**src/rtl/pipe_stage_skid.sv**
```systemverilog
// Valid/ready pipeline stage with a 2-entry skid buffer so in_ready comes from state only.
// Inserts NOP bubbles when empty, reports occupancy and keeps a saturating flush count.
module pipe_stage_skid #(
   parameter int unsigned        DATA_W    = 64,
   parameter logic [DATA_W-1:0]  NOP_VALUE = '0,
   parameter int unsigned        CNT_W     = 8
) (
   input  logic              clk,
   input  logic              reset,
   input  logic              flush,
   input  logic              stall,
   input  logic              in_valid,
   input  logic [DATA_W-1:0] in_data,
   output logic              in_ready,
   output logic              out_valid,
   output logic [DATA_W-1:0] out_data,
   input  logic              out_ready,
   output logic [1:0]        occupancy,
   input  logic              cnt_clr,
   output logic [CNT_W-1:0]  flush_cnt
);

   typedef enum logic [1:0] {
      EMPTY = 2'd0,
      ONE   = 2'd1,
      FULL  = 2'd2
   } state_e;

   state_e            state_q, state_d;
   logic [DATA_W-1:0] main_q, main_d;
   logic [DATA_W-1:0] skid_q, skid_d;
   logic [CNT_W-1:0]  cnt_q, cnt_d;
   logic              accept, advance;

   assign in_ready  = (state_q != FULL);
   assign out_valid = (state_q != EMPTY);
   assign out_data  = main_q;
   assign occupancy = state_q;
   assign flush_cnt = cnt_q;

   assign accept  = in_valid & in_ready;
   assign advance = out_valid & out_ready & ~stall;

   always_comb begin
      state_d = state_q;
      main_d  = main_q;
      skid_d  = skid_q;
      if (flush) begin
         // Squash drops everything, including a beat accepted this cycle.
         state_d = EMPTY;
         main_d  = NOP_VALUE;
         skid_d  = NOP_VALUE;
      end else begin
         case (state_q)
            EMPTY: begin
               if (accept) begin
                  state_d = ONE;
                  main_d  = in_data;
               end
            end
            ONE: begin
               if (accept && advance) begin
                  main_d = in_data;
               end else if (accept) begin
                  state_d = FULL;
                  skid_d  = in_data;
               end else if (advance) begin
                  state_d = EMPTY;
                  main_d  = NOP_VALUE;
               end
            end
            FULL: begin
               if (advance) begin
                  state_d = ONE;
                  main_d  = skid_q;
                  skid_d  = NOP_VALUE;
               end
            end
            default: begin
               state_d = EMPTY;
               main_d  = NOP_VALUE;
               skid_d  = NOP_VALUE;
            end
         endcase
      end
   end

   // Clear wins over a same-cycle flush increment; the count sticks at all-ones.
   always_comb begin
      cnt_d = cnt_q;
      if (cnt_clr) begin
         cnt_d = '0;
      end else if (flush && (cnt_q != {CNT_W{1'b1}})) begin
         cnt_d = cnt_q + CNT_W'(1);
      end
   end

   always_ff @(posedge clk) begin
      if (!reset) begin
         state_q <= EMPTY;
         main_q  <= NOP_VALUE;
         skid_q  <= NOP_VALUE;
         cnt_q   <= '0;
      end else begin
         state_q <= state_d;
         main_q  <= main_d;
         skid_q  <= skid_d;
         cnt_q   <= cnt_d;
      end
   end

endmodule

```
**config.mk**
```make
export PLATFORM = sky130hd
export DESIGN_NAME = pipe_stage_skid
export DESIGN_NICKNAME = d
export VERILOG_FILES = /design/src/rtl/pipe_stage_skid.sv
export SDC_FILE = /design/constraint.sdc
export NUM_CORES = 1
export LEC_CHECK = 0
export ABC_AREA = 1
export CORE_ASPECT_RATIO = 1.5
export CORE_MARGIN = 2
export CORE_UTILIZATION = 40
export DETAILED_ROUTE_END_ITERATION = 6
export PLACE_DENSITY_LB_ADDON = 0.3
export SLEW_MARGIN = 20
export SYNTH_ARGS = -nofsm -noshare
export SYNTH_HDL_FRONTEND = slang
export SYNTH_SLANG_ARGS = --single-unit
```
**constraint.sdc**
```tcl
create_clock -name clk -period 1.75 [get_ports clk]
set_input_delay 0.35 -clock clk [delete_from_list [all_inputs] [get_ports clk]]
set_output_delay 0.35 -clock clk [all_outputs]
set_load 0.01 [all_outputs]
```
==> flow_summary.ini <==
[placement]
gp_congestion = 0.7838
numPortBuffers = 146
dp.cells = 1697
place_area_um2 = 9625
dpl.hpwl_um = 14050
pre_cts_ws_ps = -259.3

[critical_path]
critPathRequiredTime_ps = 1400
crit_chain = clkdlybuf4s50_1
reg2reg_depth = 7
critical_path_class = reg -> out
crit_path_max_fanout = 2
endpoint_kind = output pin
crit_family = buffers and inverters
worstPathArrival_ps = 1350
startpoint_type = register
path_buf_inv = 1
cp.depth = 1
r2r-start = occupancy[0]$_SDFFE_PP0P_
max_stage_delay_ps = 560
crit_path_top_delay_cell = clkdlybuf4s50_1
crit_start = out_data[9]$_SDFFE_PP0P_

[synthesis]
synth_cell_type_count = 20
syn_inst = 1353
ys_seq_area_frac = 0.3525
netlist_area_um2 = 7836
yosys_warnings = 0
synth_top_family_by_area = simple AND/OR/NAND/NOR gates
yosys.area_share.simple = 0.3955
synthXorXnorAreaFrac = 0.002235
syn_nets = 1425
syn_avg_cell_area_um2 = 5.792
synth_adder_area_share = 0.001597
synth-compound-area-share = 0.08558
synth_mux_area_frac = 0
ys_seq_elements = 138

[cts]
cts_setup_buffers = 0
cts_htree_levels = 4
cts_root_buf = clkbuf_16
insertion_delay_ps = 420
cts_sinks = 138
cts_tree = done
path_clk_slew_ps = 60
holdBufCountCts = 0
cts_buffers = 17
cts_max_path_buffers = 2

[routing]
detail_route.wl_per_cell_um = 12.56
drt_wl_total_um = 21710
ant_nets = 0
drc = 0
dr.pass1.iters = 4
vias = 8167
drt_iter0_drc = 401
via_per_inst = 4.726

[pwr]
fin_total_pwr_mw = 8.727
leakagePower_nw = 4.674
p_per_area_nw_per_um2 = 849.0
irDropWorstVdd_v = 0.0005126

[sta]
hold_viol = 0
worst_slack_ps = 50.76
rsz0062_at_grt = false
max_freq_ghz = 0.5885
fin_hold_ws_ps = 462.3
worst_slew_pin_slew_ps = 456.3
finalSetupViolCount = 0
relSlewSlack = 0.6958
fin_crit_ps = 1699
post-route-period-util = 0.9710
setup_tns_ps = 0
slew_viol_final = 0
fin_skew_ps = 9.137

[floorplan]
die-area_um2 = 20750
io_pins = 147
initial_core_util = 0.4090
die_w_um = 118.3
core-area_um2 = 19160
rows = 62
die_h_um = 175.4

[final_layout]
layout_commonest_cell = nand2_1
layout_common_cells = nand2_1, inv_1, nor2_1
post-route-util = 0.5365
fin_area_um2 = 10280
final_nets = 1532
drive_gt1_frac = 0.05167
fillCellCount = 1939
fin_cells = 1728
area_growth_pct = 31.18

[global_route]
grt-ovfl-total = 0
grt_max_degree = 65
grt_pass1_vias = 7686
grt_usage = 0.2141
grt_pass1_wl_um = 36870
antenna_found_initial = 1

[status]
status = completed

[worst_hold_path]
hold_start = out_data[52]$_SDFFE_PP0P_
hold_depth = 2
hold_path.class = reg -> reg

[flow_run]
drv_cap = 0
per-layer routing:
layer	vias to the layer above	track usage	wire, µm
li1	4298	-	-
met1	3652	0.2538	9325
met2	191	0.3803	10920
met3	26	0.04578	1104
met4	0	0.07380	361
met5	-	0	0
path summary, 6_finish.rpt:
kind	endpoint	slack (ps)
max reg2reg	out_data[35]$_SDFFE_PP0P_	150
min	out_data[52]$_SDFFE_PP0P_	460
min reg2reg	out_data[52]$_SDFFE_PP0P_	460
max	out_data[9]	50
timing repair:
item	4_1_cts	5_1_grt
cloned	0	0
setup endpoints to repair	10	4
gates resized for setup	11	4
Yosys cell counts (all sizes together):
master	instances	area, µm²
nor3	1	5.000
buf	70	401.6
nand2	486	1827
nor2	148	558.0
xnor2	1	8.760
clkbuf	20	75.07
inv	211	792.0
xor2	1	8.760
o21ai	2	10.01
a21oi	132	660.6
nand4	3	18.77
ha	1	12.51
nand3	138	690.7
dfxtp	138	2763
clkinv	1	5.000
layout make-up:
type / instances / area [µm²] / share of cell area
Timing Repair Buffer: 178 / 1896 / 0.1844
Antenna cell: 1 / 2.502 / 0.0002434
Multi-Input combinational cell: 913 / 3842 / 0.3738
Clock buffer: 23 / 488.0 / 0.04747
Inverter: 212 / 797.0 / 0.07753
Clock inverter: 7 / 162.7 / 0.01582
Tap cell: 256 / 320.3 / 0.03116
Sequential cell: 138 / 2771 / 0.2696
power breakdown:
| group | internal, mW | total (mW) | switching [mW] | leakage (nW) |
|---|---|---|---|---|
| Sequential | 3.25 | 3.31 | 0.0582 | 1.12 |
| Combinational | 0.608 | 1.40 | 0.796 | 3.24 |
| Clock | 2.66 | 4.02 | 1.35 | 0.315 |
| Total | 6.52 | 8.73 | 2.21 | 4.67 |
registers in the layout (all words and copies together) (netlist names):
register and cells:
skid_q 64, out_data 64, occupancy 2, flush_cnt 8
cell families (layout without fill, tap and decap cells):
kind of cell / after synthesis / in the layout
simple gates: 776 / 776
xor+xnor: 2 / 2
flops: 138 / 138
compound gates: 134 / 134
other cells: 0 / 1
fa+ha+maj: 1 / 1
buf+inv: 302 / 420
Note: power is estimated with default switching activity, not from simulation.
